### src/rtl/sram_mem_arbiter_pkg.sv
// Shared types and lane helpers for the two-client SRAM arbiter.
package sram_arb_pkg;

  typedef enum logic [1:0] {
    SZ_BYTE = 2'd0,
    SZ_HALF = 2'd1,
    SZ_WORD = 2'd2,
    SZ_RSVD = 2'd3
  } size_e;

  localparam int NUM_CLIENTS = 2;

  function automatic logic [3:0] lane_byte_en(size_e sz, logic [1:0] off);
    case (sz)
      SZ_BYTE: return 4'b0001 << off;
      SZ_HALF: return 4'b0011 << {off[1], 1'b0};
      default: return 4'b1111;
    endcase
  endfunction

  function automatic logic [31:0] lane_replicate(size_e sz, logic [31:0] d);
    case (sz)
      SZ_BYTE: return {4{d[7:0]}};
      SZ_HALF: return {2{d[15:0]}};
      default: return d;
    endcase
  endfunction

  // Right-shift amount that brings the addressed lane down to bit 0.
  function automatic logic [4:0] lane_shift(size_e sz, logic [1:0] off);
    case (sz)
      SZ_BYTE: return {off, 3'b000};
      SZ_HALF: return {off[1], 4'b0000};
      default: return 5'd0;
    endcase
  endfunction

  function automatic logic is_misaligned(size_e sz, logic [1:0] off);
    case (sz)
      SZ_HALF: return off[0];
      SZ_WORD: return off != 2'b00;
      SZ_RSVD: return 1'b1;
      default: return 1'b0;
    endcase
  endfunction

endpackage

### src/rtl/sram_mem_arbiter_lane_align.sv
// Read-side lane extraction: SRAM word + byte offset + size -> right-aligned, zero-extended data.
module sram_lane_align
  import sram_arb_pkg::*;
(
  input  logic [31:0] word_i,
  input  logic [1:0]  off_i,
  input  logic [1:0]  size_i,
  output logic [31:0] data_o
);

  size_e       sz;
  logic [31:0] shifted;

  always_comb begin
    sz      = size_e'(size_i);
    shifted = word_i >> lane_shift(sz, off_i);
    case (sz)
      SZ_BYTE: data_o = {24'd0, shifted[7:0]};
      SZ_HALF: data_o = {16'd0, shifted[15:0]};
      default: data_o = shifted;
    endcase
  end

endmodule

### src/rtl/sram_mem_arbiter.sv
// Two-client round-robin arbiter and lane aligner in front of a byte-enabled single-port SRAM.
// Optional SRAM_ARB_MISALIGN_ERR_EN: misaligned/reserved-size requests are flagged instead of issued.
module sram_mem_arbiter
  import sram_arb_pkg::*;
#(
  parameter  int DEPTH = 1024,
  localparam int WA    = $clog2(DEPTH),
  localparam int AW    = WA + 2
) (
  input  logic                            clk_i,
  input  logic                            rst_i,
  input  logic [NUM_CLIENTS-1:0]          req_valid_i,
  output logic [NUM_CLIENTS-1:0]          req_ready_o,
  input  logic [NUM_CLIENTS-1:0]          req_we_i,
  input  logic [NUM_CLIENTS-1:0][1:0]     req_size_i,
  input  logic [NUM_CLIENTS-1:0][AW-1:0]  req_addr_i,
  input  logic [NUM_CLIENTS-1:0][31:0]    req_wdata_i,
  output logic [NUM_CLIENTS-1:0]          resp_valid_o,
  input  logic [NUM_CLIENTS-1:0]          resp_ready_i,
  output logic [NUM_CLIENTS-1:0][31:0]    resp_rdata_o,
  output logic [NUM_CLIENTS-1:0]          resp_err_o,
  output logic                            sram_wr_en_o,
  output logic                            sram_rd_en_o,
  output logic [WA-1:0]                   sram_address_o,
  output logic [31:0]                     sram_data_in_o,
  output logic [3:0]                      sram_byte_en_o,
  input  logic [31:0]                     sram_data_out_i
);

  logic                               ptr_q;
  logic                               infl_q;
  logic                               infl_cl_q;
  logic [1:0]                         infl_off_q;
  logic [1:0]                         infl_sz_q;
  logic                               infl_err_q;
  logic [NUM_CLIENTS-1:0]             resp_valid_q;
  logic [NUM_CLIENTS-1:0]             resp_err_q;
  logic [NUM_CLIENTS-1:0][31:0]       resp_rdata_q;

  logic [NUM_CLIENTS-1:0] elig;
  logic [NUM_CLIENTS-1:0] grant;
  logic                   gsel;
  logic                   gany;
  logic [AW-1:0]          gaddr;
  size_e                  gsz;
  logic                   mis;
  logic                   issue;
  logic [31:0]            rd_aligned;

  assign gsel  = grant[1];
  assign gany  = |grant;
  assign gaddr = req_addr_i[gsel];
  assign gsz   = size_e'(req_size_i[gsel]);

`ifdef SRAM_ARB_MISALIGN_ERR_EN
  assign mis = is_misaligned(gsz, gaddr[1:0]);
`else
  assign mis = 1'b0;
`endif

  assign issue = gany & ~mis;

  // A client stays blocked from the moment its read is accepted until the response is consumed.
  always_comb begin
    elig[0] = req_valid_i[0] & ~rst_i & ~resp_valid_q[0] & ~(infl_q & ~infl_cl_q);
    elig[1] = req_valid_i[1] & ~rst_i & ~resp_valid_q[1] & ~(infl_q & infl_cl_q);
    grant   = '0;
    if (&elig) grant[ptr_q] = 1'b1;
    else       grant = elig;
  end

  always_comb begin
    sram_wr_en_o   = issue & req_we_i[gsel];
    sram_rd_en_o   = issue & ~req_we_i[gsel];
    sram_address_o = issue ? gaddr[AW-1:2] : '0;
    sram_data_in_o = issue ? lane_replicate(gsz, req_wdata_i[gsel]) : '0;
    sram_byte_en_o = issue ? lane_byte_en(gsz, gaddr[1:0]) : '0;
  end

  sram_lane_align u_align (
    .word_i (sram_data_out_i),
    .off_i  (infl_off_q),
    .size_i (infl_sz_q),
    .data_o (rd_aligned)
  );

  always_ff @(posedge clk_i) begin
    if (rst_i) begin
      ptr_q        <= 1'b0;
      infl_q       <= 1'b0;
      infl_cl_q    <= 1'b0;
      infl_off_q   <= '0;
      infl_sz_q    <= '0;
      infl_err_q   <= 1'b0;
      resp_valid_q <= '0;
      resp_err_q   <= '0;
      resp_rdata_q <= '0;
    end else begin
      if (gany) ptr_q <= ~gsel;
      infl_q     <= gany & ~req_we_i[gsel];
      infl_cl_q  <= gsel;
      infl_off_q <= gaddr[1:0];
      infl_sz_q  <= gsz;
      infl_err_q <= mis;
      for (int c = 0; c < NUM_CLIENTS; c++) begin
        if (resp_valid_q[c] && resp_ready_i[c]) resp_valid_q[c] <= 1'b0;
      end
      if (infl_q) begin
        resp_valid_q[infl_cl_q] <= 1'b1;
        resp_rdata_q[infl_cl_q] <= infl_err_q ? 32'd0 : rd_aligned;
        resp_err_q[infl_cl_q]   <= infl_err_q;
      end
    end
  end

  assign req_ready_o  = grant;
  assign resp_valid_o = resp_valid_q;
  assign resp_rdata_o = resp_rdata_q;
  assign resp_err_o   = resp_err_q;

endmodule

### config.mk
export PLATFORM = sky130hd
export DESIGN_NAME = sram_mem_arbiter
export DESIGN_NICKNAME = d
export VERILOG_FILES = /design/src/rtl/sram_mem_arbiter_pkg.sv /design/src/rtl/sram_mem_arbiter_lane_align.sv /design/src/rtl/sram_mem_arbiter.sv
export SDC_FILE = /design/constraint.sdc
export NUM_CORES = 1
export LEC_CHECK = 0
export BUFFER_PORTS_ARGS = -buffer_cell sky130_fd_sc_hd__buf_2
export CORE_ASPECT_RATIO = 1.25
export CORE_MARGIN = 3
export CORE_UTILIZATION = 41
export DETAILED_ROUTE_END_ITERATION = 10
export GPL_TIMING_DRIVEN = 0
export PLACE_DENSITY_LB_ADDON = 0.2
export SYNTH_ARGS = -nofsm -noshare
export SYNTH_HDL_FRONTEND = slang
export SYNTH_SLANG_ARGS = --single-unit
### constraint.sdc
create_clock -name clk_i -period 1.5 [get_ports clk_i]
set_input_delay 0.15 -clock clk_i [delete_from_list [all_inputs] [get_ports clk_i]]
set_output_delay 0.15 -clock clk_i [all_outputs]
set_load 0.03 [all_outputs]
# ---- After elaboration in Yosys (flattened, before gate mapping)
# Cells that the tools add are included.
dict set report totals {
  output_inout_bits 118
  regBits 75
  in_bits 132
}
dict set report classes {
  n_eq_ne 2
  n_lt_le_gt_ge 5
  n_mux 28
  bitwise 21
  shifts 3
  n_reduce_logical 8
}
# operator n
set ops {}
lappend ops {{32-bit two-way mux} 4}
lappend ops {{32-bit case mux with 2 select lines} 2}
lappend ops {{64-bit bitwise mux} 1}
lappend ops {{32-bit demux with 1-bit select} 1}
lappend ops {{32-bit by 5-bit right shift with 32-bit output} 1}
lappend ops {{12-bit two-way mux} 2}
lappend ops {{1-bit AND} 10}
lappend ops {{10-bit two-way mux} 1}
lappend ops {{5-bit case mux with 2 select lines} 1}
lappend ops {{1-bit two-way mux} 8}
lappend ops {{2-bit two-way mux} 4}
lappend ops {{1-bit inverter} 8}
lappend ops {{4-bit case mux with 2 select lines} 1}
lappend ops {{1-bit by 2-bit less-than comparator with 1-bit output (second input constant)} 3}
lappend ops {{2-bit by 1-bit equality test with 1-bit output (second input constant)} 2}
lappend ops {{1-bit logical AND} 4}
lappend ops {{2-bit logical NOT} 2}
lappend ops {{4-bit two-way mux} 1}
lappend ops {{1-bit by 2-bit << shifter with 4-bit output (first input constant)} 1}
lappend ops {{2-bit by 2-bit << shifter with 4-bit output (first input constant)} 1}
lappend ops {{2-bit AND} 1}
lappend ops {{1-bit demux with 1-bit select} 2}
lappend ops {{1-bit greater-or-equal comparator (second input constant)} 2}
lappend ops {{2-bit inverter} 1}
lappend ops {{3 further kinds} 3}

# ---- Longest topological paths before layout
# Gate-level depths: netlist of the first run.
dict set report logic_depth {
  depth_word 11
  depth_mapped 8
  depth_no_buf 5
}

# ---- Cells and area by module
# From an unflattened synthesis of the first run, not the netlist that was laid out.
dict set report hier_totals {
  hier_cells 619
  area_unflattened_um2 4548.1
}
# mod cells_each area_each_um2 n_inst
set by_module_without_submodules {}
lappend by_module_without_submodules {sram_mem_arbiter 541 3916.3 1}
lappend by_module_without_submodules {sram_lane_align 78 631.9 1}

# ---- Worst setup path before layout of the first run
# OpenSTA, ideal clock, no wires.
dict set report synth_timing {
  path_type {reg-to-output}
  from {register resp_valid_q[1] (netlist: resp_valid_o[1])}
  to {output sram_address_o[0]}
  slack_ps -695
  t_arrival_ps 2045
  required_ps 1350
  path_stages_with_launch 8
  path_buffers 2
  cell_sequence {dfxtp_1 -> inv_1 -> and4_4 -> buf_6 -> nand2_4 -> inv_2 -> clkbuf_1 -> o21ai_0}
}
dict set report synth_between {
  elab_chain_len 8
}
# element line
set synth_lines {}
lappend synth_lines {{from (decl)} sram_mem_arbiter.sv:36} ;# logic [NUM_CLIENTS-1:0] resp_valid_q;
lappend synth_lines {{from (signal assigned)} sram_mem_arbiter.sv:95} ;# resp_valid_q <= '0;
lappend synth_lines {{from (signal, indexed assignment)} sram_mem_arbiter.sv:109} ;# resp_valid_q[infl_cl_q] <= 1'b1;
lappend synth_lines {{1-bit inverter (*)} sram_mem_arbiter.sv:66} ;# elig[1] = req_valid_i[1] & ~rst_i & ~resp_valid_q[1] & ~(infl_q & infl_cl_q);
lappend synth_lines {{1-bit AND (*) (2 in a row)} sram_mem_arbiter.sv:66}
lappend synth_lines {{2-bit AND reduction} sram_mem_arbiter.sv:68} ;# if (&elig) grant[ptr_q] = 1'b1;
lappend synth_lines {{2-bit two-way mux (*)} sram_mem_arbiter.sv:68}
lappend synth_lines {{named net req_ready_o[1]} sram_mem_arbiter.sv:13} ;# output logic [NUM_CLIENTS-1:0] req_ready_o,
lappend synth_lines {{12-bit two-way mux (implied by the code) (2 in a row)} sram_mem_arbiter.sv:52} ;# assign gaddr = req_addr_i[gsel];
lappend synth_lines {{10-bit two-way mux (*)} sram_mem_arbiter.sv:75} ;# sram_address_o = issue ? gaddr[AW-1:2] : '0;
lappend synth_lines {{to (decl)} sram_mem_arbiter.sv:24} ;# output logic [WA-1:0] sram_address_o,
# The timed path passes the listed nets; every way through them passes the cells marked *. The select of a mux whose other input is x is not followed.

# ---- Worst setup path after layout of the first run
dict set report layout_timing {
  from {register infl_cl_q}
  to {output sram_data_in_o[10]}
}
dict set report layout_between {
  elab_chain_len 11
}
# element line
set layout_lines {}
lappend layout_lines {{from (decl)} sram_mem_arbiter.sv:32} ;# logic infl_cl_q;
lappend layout_lines {{from (signal assigned)} sram_mem_arbiter.sv:101} ;# infl_cl_q <= gsel;
lappend layout_lines {{1-bit inverter} sram_mem_arbiter.sv:65} ;# elig[0] = req_valid_i[0] & ~rst_i & ~resp_valid_q[0] & ~(infl_q & ~infl_cl_q);
lappend layout_lines {{1-bit AND} sram_mem_arbiter.sv:65}
lappend layout_lines {{1-bit inverter} sram_mem_arbiter.sv:65}
lappend layout_lines {{1-bit AND} sram_mem_arbiter.sv:65}
lappend layout_lines {{2-bit AND reduction} sram_mem_arbiter.sv:68}
lappend layout_lines {{2-bit two-way mux (*)} sram_mem_arbiter.sv:68}
lappend layout_lines {{2-bit two-way mux (implied by the code) (2 in a row)} sram_mem_arbiter.sv:53} ;# assign gsz = size_e'(req_size_i[gsel]);
lappend layout_lines {{2-bit by 1-bit equality test with 1-bit output or 2-bit logical NOT (tied branches)} sram_mem_arbiter_pkg.sv:22} ;# case (sz)
lappend layout_lines {{32-bit case mux with 2 select lines} sram_mem_arbiter_pkg.sv:22}
lappend layout_lines {{32-bit two-way mux (*)} sram_mem_arbiter.sv:76} ;# sram_data_in_o = issue ? lane_replicate(gsz, req_wdata_i[gsel]) : '0;
lappend layout_lines {{to (decl)} sram_mem_arbiter.sv:25} ;# output logic [31:0] sram_data_in_o,
# Every way passes the cells marked *; elsewhere a longest branch is shown, timed or not. The select of a mux whose other input is x is not followed.

==> results of run 1 <==
==> Yosys cell counts (9+ instances only) <==
library cell	count	area [µm²]
a211oi_1	9	67.6
a21oi_1	88	440
a22oi_1	16	120
and3_1	21	131
buf_2	15	75.1
clkbuf_1	29	109
dfxtp_1	75	1500
inv_1	13	48.8
mux2i_1	16	160
nand2_1	66	248
nand3_1	55	275
nand3b_1	9	67.6
nor2_1	37	139
nor2b_1	11	68.8
o21ai_0	23	115
o22ai_1	16	100
==> per-layer routing <==
layer	track usage [%]	vias to the layer above	part of all wire [%]	routed length, µm
met5	0	-	0	0
met4	15.3	0	5.2	1040
met3	7.20	83	8.0	1590
met2	54.3	318	52	10300
met1	30.9	2756	35	6890
li1	-	2779	-	-
==> layout make-up <==
type                            instances  area, µm²
Inverter                               16       65.1
Clock buffer                           12        256
Timing Repair Buffer                  267       1720
Tap cell                              135        169
Multi-Input combinational cell        459       3570
Clock inverter                          4       72.6
Antenna cell                            1       2.50
Buffer                                 58        497
Fill cell                             896       3260
Sequential cell                        75       1520
==> timing repair <==
| action | CTS | global route |
|---|---|---|
| pin swaps | 19 | 12 |
| setup buffers | 12 | 4 |
| endpoints found under the setup margin | 110 | 110 |
| gates cloned | 1 | 2 |
| gates resized for setup | 125 | 65 |
==> worst min-delay path by stage <==
| stage | from | end | slack [ns] |
|---|---|---|---|
| floorplan | sram_data_out_i[31] | resp_rdata_o[63] | 0.30 |
| global placement | resp_ready_i[1] | resp_valid_o[1] | 0.42 |
| detailed placement | resp_ready_i[1] | resp_valid_o[1] | 0.43 |
| CTS | resp_ready_i[1] | resp_valid_o[1] | 0.07 |
| global route | resp_ready_i[1] | resp_valid_o[1] | 0.11 |
| finish | resp_ready_i[1] | resp_valid_o[1] | 0.07 |
==> layout by cell type, fill, tap and decap left out, drive strengths merged, types with 22 or more instances in the layout <==
cell,instances
dfxtp,75
nand3,56
nor2,38
nand2,68
and3,22
clkbuf,44
buf,292
a21oi,88
o21ai,24
==> power groups by stage <==
stage                     clock (mW)  sequential (mW)  combinational [mW]
after floorplan                    0             2.21                1.26
after global placement             0             2.13                1.95
after detailed placement           0             2.13                1.98
after CTS                       2.36             2.10                2.26
after global routing            2.45             2.10                2.55
final                           2.36             2.10                2.41
==> sequential cells by signal, summed over array words and instances, names as in the netlist <==
name          flops
ptr_q             1
infl_off_q        2
infl_q            1
infl_sz_q         2
resp_rdata_o     64
resp_err_o        2
infl_cl_q         1
resp_valid_o      2
==> kinds of logic after synthesis <==
kind of cell / count (synthesis) / synth area share, %
flip-flops: 75 / 32.1
AND/OR/NAND/NOR: 241 / 26.7
AO/OA/AOI/OAI: 202 / 29.7
buffers and inverters: 78 / 8.07
multiplexers: 16 / 3.42
==> tightest hold or removal path, cell delays in order <==
cell      delay [ns]
buf_2           0.08
nand2b_1        0.09
a21oi_1         0.06
==> through the flow <==
stage	instances	TNS, ns	setup slack (ns)	area, µm²
after global routing	1027	-39.96	-0.704	7880
after detailed placement	995	-24.38	-0.588	6660
after floorplan	612	-5.12	-0.211	5250
final	1027	-32.15	-0.672	7880
after CTS	1022	-31.44	-0.635	7600
after global placement	995	-22.39	-0.601	6660
==> results_dict.tcl, run 1 <==
set metrics [dict create \
    path_cells "nand2b_4 -> and3_4 -> buf_12 -> or4_1 -> o311a_4 -> buf_4" \
    core_um2 11100 \
    drt_pass1_iterations 6 \
    drtIter0Drc 252 \
    yosysWarnings 0 \
    crit_cells 6 \
    worstMarginPinSlew_ns 0.954 \
    cts_tree "yes" \
    dp_hpwl_um 15200 \
    startpoint_type "flop" \
    fmax_mhz 460 \
    nNetsFinal 1018 \
    path_max_fanout 6 \
    cts_root_buffer "clkbuf_16" \
    arrival_ns 2.02 \
    rsz0062_at_grt "true" \
    synth_area_per_cell_um2 7.65 \
    yosysUniqueCellTypes 53 \
    crit_family "simple AND/OR/NAND/NOR gates" \
    finalHoldViolCount 0 \
    io_buffers 248 \
    cts.path.max_buffers 2 \
    finalPower_mw 6.87 \
    setup_ws_ns -0.672 \
    gp_congestion 0.995 \
    r2r_cells 5 \
    status "finished, violations left" \
    initial_utilization_pct 42.0 \
    dieArea_um2 12700 \
    finalSetupViolCount 79 \
    p_switching_mw 2.27 \
    async_flop_share_pct 0 \
    p_per_area_nw_per_um2 873 \
    critPathBufInv 2 \
    routed_wl_um 19900 \
    grt_use_total_pct 29.8 \
    crit_path_end "sram_data_in_o[10]" \
    r2r_slack_ns -0.25 \
    ys_ff_latch 75 \
    die_w_um 102 \
    cts_sinks 75 \
    grt_max_degree 13 \
    vdd_drop_max_uv 630 \
    critPathKind "flop to primary output" \
    cts_hold_buf 0 \
    netlist_instances 612 \
    die_h_um 125 \
    viasPerCell 5.78 \
    hold_path_depth 3 \
    wl_per_cell_um 19.3 \
    netSwitchingFraction_pct 33.0 \
    num_rows 43 \
    cp.required_ns 1.35 \
    skew_ns 0.00346 \
    syn-cell-area_um2 4680 \
    critical_path.endpoint_type "primary output" \
    hold_slack_ns 0.0731 \
    p_leak_nw 3.33 \
    cts.reportedPaths.clkPinSlew_ns 0.06 \
    p_clk_share_pct 34.3 \
    utilization_pct 70.7 \
    power_frac_seq_pct 30.5 \
    synth_edf_count 0 \
    critPathLaunch "infl_cl_q" \
    drive_gt1_share_pct 47.3 \
    grt_overflow_total 0 \
    vias 5936 \
    clkLatencyLatePin_ns 0.34 \
    syn_nets 744 \
    cts_inserted_buffers 9 \
    route.detailed.drc 0 \
    ys.flop_type "dfxtp_1" \
    antenna_found_initial 1 \
    post-route-period-util_pct 145 \
    yosysSeqAreaShare_pct 32.1 \
    io_pins 250 \
    htree_levels 3 \
    violations "setup timing" \
    fin_crit_ns 2.17 \
    p_int_mw 4.61 \
    ant_nets 0 \
    grt_pass1_vias 6039 \
    cp_slowest_stage_delay_ns 0.50 \
    pwr-share-comb_pct 35.1 \
    cpMaxStageDelayCell "or4_1" \
    area_growth_pct 68.3 \
    min_path_type "input pin to flop" \
    cap_violations 0 \
    grt_pass1_wl_um 30100 \
    r2r-end "resp_rdata_o[9]" \
    r2r_start "infl_q" \
    maxSlewHeadroom_pct 36.2 \
    slew_viol_final 0 \
]
Note: power is estimated with default switching activity, not from simulation.
==> run 2: changes to the inputs <==
- ABC_AREA: not set -> 1
- clock period: 1.5 -> 1.9 ns (I/O delays scaled with it)
==> results_dict.tcl, run 2 <==
set metrics [dict create \
    synthTopCellsByCount "nand2_1, nor2_1, inv_1, o21ai_0, dfxtp_1" \
    preCtsSetupSlack_ns -0.128 \
    area_growth_pct 58.0 \
    path_max_fanout 10 \
    yosysWarnings 0 \
    drtIter0Drc 211 \
    syn-cell-area_um2 4500 \
    dp.cells 1101 \
    critPathKind "flop to primary output" \
    htree_levels 3 \
    initial_utilization_pct 42.2 \
    grt_max_degree 13 \
    cts.path.max_buffers 2 \
    status "finished, violations left" \
    routed_wl_um 17500 \
    dieArea_um2 12300 \
    die_h_um 123 \
    die_w_um 99.7 \
    p_per_area_nw_per_um2 771 \
    critPathMostFrequentCell "buf_4" \
    dp_hpwl_um 13200 \
    drive_gt1_share_pct 42.6 \
    core_um2 10700 \
    wl_per_cell_um 15.3 \
    viasPerCell 5.07 \
    finalSetupViolCount 48 \
    grt_pass1_wl_um 26400 \
    slew_viol_final 0 \
    finalPower_mw 5.48 \
    antenna_found_initial 1 \
    cp_slowest_stage_delay_ns 0.33 \
    route.detailed.drc 0 \
    ys_ff_latch 75 \
    synth_area_per_cell_um2 6.24 \
    nNetsFinal 1132 \
    p_leak_nw 3.86 \
    final_common_cell "buf_2" \
    fin_crit_ns 2.14 \
    synth_most_common_cell "nand2_1" \
    cts_sinks 75 \
    vias 5763 \
    async_flop_share_pct 0 \
    worstMarginPinSlew_ns 0.619 \
    cts_inserted_buffers 9 \
    gp_congestion 0.929 \
    synth.top_cell.area_share_pct 33.4 \
    setup_ws_ns -0.242 \
    fmax_mhz 467 \
    cts.reportedPaths.clkPinSlew_ns 0.06 \
    grt_pass1_vias 5503 \
    post-route-period-util_pct 113 \
    skew_ns 0.00494 \
    finalNonFillerCells 1137 \
    arrival_ns 1.95 \
    utilization_pct 66.7 \
    largest_register_ffs 64 \
    netlist_instances 721 \
    ys_top_cells_by_area "dfxtp_1, nand2_1, o21ai_0, nor2_1, inv_1" \
    maxSlewHeadroom_pct 58.7 \
    ant_nets 0 \
    path_cells "nand2_4 -> nand3_4 -> nor2_8 -> buf_4 -> nand3_1 -> nand2_2 -> nand3_2 -> nand2_1 -> nor2_1 -> buf_4" \
    grt_overflow_total 0 \
    drt_pass1_iterations 7 \
    cpMaxStageDelayCell "dfxtp_2" \
    clkLatencyLatePin_ns 0.34 \
    cap_violations 0 \
    final_cell_mix "buf_2, nand2_1, inv_1" \
    yosys.area.top_type "dfxtp_1" \
    vdd_drop_max_uv 409 \
    cp.required_ns 1.71 \
    synth_edf_count 0 \
    min_path_type "input pin to flop" \
    rsz0062_at_grt "true" \
    violations "setup timing" \
    yosysUniqueCellTypes 27 \
    io_buffers 248 \
    cts_root_buffer "clkbuf_16" \
    syn_nets 853 \
    critical_path.endpoint_type "primary output" \
    finalHoldViolCount 0 \
    startpoint_type "flop" \
    cts_tree "yes" \
    yosysSeqAreaShare_pct 33.4 \
    ys.flop_type "dfxtp_1" \
    grt_use_total_pct 27.0 \
    io_pins 250 \
    num_rows 42 \
]
run 2: changes by cell type after synthesis, sizes merged, moves of 22 or more:
cell	previous run	this run
nor2	38	88
o21ai	24	97
nand2	68	182
and3	22	0
a21oi	88	59
inv	15	83
run 2: final timing paths:
path	slack [ns]	from	depth (start not counted)	to
max reg2reg	0.17	infl_q	7	resp_rdata_o[50]
min	0.09	resp_ready_i[0]	4	resp_valid_o[0]
max	-0.24	infl_q	10	sram_data_in_o[12]
min reg2reg	0.44	resp_err_o[0]	2	resp_err_o[0]
run 2: power by group:
group / switching, mW / internal, mW / leakage [nW]
Clock: 0.634 / 1.08 / 0.144
Combinational: 1.29 / 0.755 / 3.10
Sequential: 0.0530 / 1.68 / 0.613
Total: 1.97 / 3.51 / 3.86
run 2: metrics by stage:
stage / area [µm²] / TNS [ns] / hold slack (ns)
global placement: 5950 / -1.63 / 0.429
floorplan: 4550 / -0.159 / 0.351
detailed placement: 5950 / -2.09 / 0.438
global route: 7110 / -11.35 / 0.112
CTS: 6820 / -7.86 / 0.0890
finish: 7110 / -6.51 / 0.0904
run 2: cells by family after synthesis:
family          count (synthesis)  share of synthesized area (%)
simple gates                  331                           31.9
buf+inv                       134                           13.2
flops                          75                           33.4
compound gates                181                           21.5
run 2: layout make-up:
| type | count | area, µm² |
|---|---|---|
| flip-flops and latches | 75 | 1510 |
| fillers | 995 | 3550 |
| repair buffers | 267 | 1630 |
| clock inverters | 4 | 50.0 |
| multi-input cells | 513 | 2830 |
| well taps | 132 | 165 |
| clock buffers | 11 | 253 |
| diodes | 1 | 2.50 |
| inverters | 84 | 323 |
| plain buffers | 50 | 360 |
run 2: layer usage:
layer,up-vias,track usage (%),part of all wire (%)
li1,2886,-,-
met1,2560,28.8,36
met2,270,50.8,52
met3,47,6.32,8.1
met4,0,10.8,3.4
met5,-,0,0
run 2: what timing repair did:
item	4_1_cts	5_1_grt
setup buffers	11	6
pin swaps	15	20
cloned	3	0
hold buffers	0	0
setup endpoints to repair	49	60
gates resized for setup	155	68
run 2: worst max-delay path, delay by kind of cell (launching register included):
kind                   cells  cell delay (ns)
AND/OR/NAND/NOR            8             0.90
buffers and inverters      2             0.37
flip-flops                 1             0.33
==> run 3: changes to the inputs <==
- CORE_UTILIZATION: 41 -> 42
- CTS_BUF_LIST: not set -> sky130_fd_sc_hd__clkbuf_4
- SLEW_MARGIN: not set -> 30
==> results_dict.tcl, run 3 (synthesis results as in run 2) <==
set metrics [dict create \
    power_frac_seq_pct 35.1 \
    dieArea_um2 12000 \
    clkLatencyLatePin_ns 0.45 \
    cap_violations 0 \
    p_clk_share_pct 25.2 \
    cpMaxStageDelayCell "dfxtp_2" \
    drive_gt1_share_pct 40.1 \
    grt_pass1_wl_um 27000 \
    routed_wl_um 17800 \
    cts.path.max_buffers 2 \
    crit_family "simple AND/OR/NAND/NOR gates" \
    arrival_ns 2.09 \
    area_growth_pct 51.0 \
    p_per_area_nw_per_um2 726 \
    wl_per_cell_um 15.8 \
    startpoint_type "flop" \
    finalHoldViolCount 0 \
    hold_slack_ns 0.0330 \
    skew_ns 0.0240 \
    p_leak_nw 3.77 \
    final_common_cell "buf_2" \
    dp_hpwl_um 13400 \
    totalNegativeSetupSlack_ns -13.52 \
    io_pins 250 \
    p_switching_mw 1.88 \
    slew_viol_final 0 \
    num_rows 41 \
    antenna_found_initial 1 \
    setup_ws_ns -0.381 \
    cts_inserted_buffers 9 \
    vdd_drop_max_uv 419 \
    cp.required_ns 1.71 \
    core_um2 10300 \
    fmax_mhz 438 \
    critPathBufInv 3 \
    grt_max_degree 14 \
    finalPower_mw 4.93 \
    grt_use_total_pct 28.0 \
    status "finished, violations left" \
    cts_tree "yes" \
    utilization_pct 66.3 \
    cts_root_buffer "clkbuf_4" \
    nNetsFinal 1131 \
    ant_nets 0 \
    fin_area_um2 6800 \
    io_buffers 248 \
    die_h_um 122 \
    grt_overflow_total 0 \
    drt_pass1_iterations 6 \
    htree_levels 3 \
    rsz0062_at_grt "true" \
    cts.reportedPaths.clkPinSlew_ns 0.13 \
    viasPerCell 5.18 \
    initial_utilization_pct 43.9 \
    maxSlewHeadroom_pct 60.4 \
    largest_register_ffs 64 \
    drtIter0Drc 211 \
    path_max_fanout 10 \
    path_cells "nor2_4 -> nand4_4 -> nand2_4 -> buf_8 -> buf_8 -> nand2_1 -> nand2_1 -> o21ai_1 -> nor2_1 -> buf_4" \
    netSwitchingFraction_pct 38.2 \
    final_cell_mix "buf_2, nand2_1, inv_1" \
    route.detailed.drc 0 \
    violations "setup timing" \
    die_w_um 98.6 \
    p_int_mw 3.05 \
    finalSetupViolCount 49 \
    fin_crit_ns 2.28 \
    post-route-period-util_pct 120 \
    dpl-instance-area_um2 5950 \
    cts_sinks 75 \
    pwr-share-comb_pct 39.8 \
    vias 5868 \
    cp_slowest_stage_delay_ns 0.36 \
    critPathKind "flop to primary output" \
    grt_pass1_vias 5610 \
    worstMarginPinSlew_ns 0.594 \
    min_path_type "input pin to flop" \
    filler_cell_count 943 \
    critical_path.endpoint_type "primary output" \
    gp_congestion 0.946 \
]
run 3: cell count changes in the layout (fill, tap and decap cells not counted), moves of 5 or more:
| cell | change |
|---|---|
| nand2_1 | +10 |
| nor2_1 | +10 |
| clkbuf_4 | +9 |
| clkbuf_16 | -8 |
| nor2_4 | -8 |
| buf_6 | -6 |
| nand2_2 | -5 |
run 3: cell type report:
cell class	instances	area, µm²	share of cell area (%)
multi-input combinational	514	2670	39.3
tap	129	161	2.37
clock buffer	9	67.6	0.994
sequential	75	1510	22.2
inverter	84	324	4.77
clock inverter	6	113	1.66
timing repair buffer	265	1610	23.7
buffer	50	338	4.97
antenna	1	2.50	0.0368
run 3: metrics by stage:
step	worst slack, ns	std cells
floorplan	-0.0268	721
global placement	-0.143	1098
detailed placement	-0.136	1098
CTS	-0.361	1128
global route	-0.466	1133
finish	-0.381	1133
run 3: power groups by stage:
stage / Combinational (mW) / Clock [mW] / Sequential (mW)
3_3_place_gp: 1.67 / 0 / 1.76
3_5_place_dp: 1.67 / 0 / 1.76
4_1_cts: 1.84 / 1.25 / 1.73
5_1_grt: 2.11 / 1.31 / 1.74
2_1_floorplan: 0.938 / 0 / 1.93
6_report: 1.96 / 1.24 / 1.73
run 3: worst register-to-register path, cell delays in order, from the launching register on:
cell,delay [ns]
dfxtp_2,0.35
inv_1,0.06
nand2_2,0.07
buf_4,0.13
buf_4,0.12
inv_1,0.08
buf_2,0.25
clkbuf_1,0.35
o21ai_0,0.12
a21oi_1,0.13
run 3: worst paths after layout:
path / startpoint / cells past startpoint / slack, ns / to
worst min-delay path: sram_data_out_i[26] / 3 / 0.03 / resp_rdata_o[58]
worst max register to register: infl_cl_q / 9 / 0.16 / resp_rdata_o[26]
worst max-delay path: resp_valid_o[0] / 10 / -0.38 / sram_data_in_o[23]
worst min register to register: resp_err_o[0] / 2 / 0.46 / resp_err_o[0]
run 3: what timing repair did:
item | CTS | global route
resized for setup | 109 | 67
gates cloned | 4 | 2
buffers inserted | 9 | 2
hold endpoints to repair | 2 | 0
endpoints found under the setup margin | 49 | 58
hold buffers | 2 | 0
pin swaps | 10 | 15
run 3: routing by layer:
layer | part of all wire (%) | wire (µm) | vias up | global-route usage, %
met5 | 0 | 0 | - | 0
met4 | 3.6 | 643 | 0 | 12.0
met3 | 8.7 | 1550 | 47 | 7.16
met2 | 52 | 9260 | 288 | 50.8
met1 | 36 | 6390 | 2650 | 30.7
li1 | - | - | 2883 | -
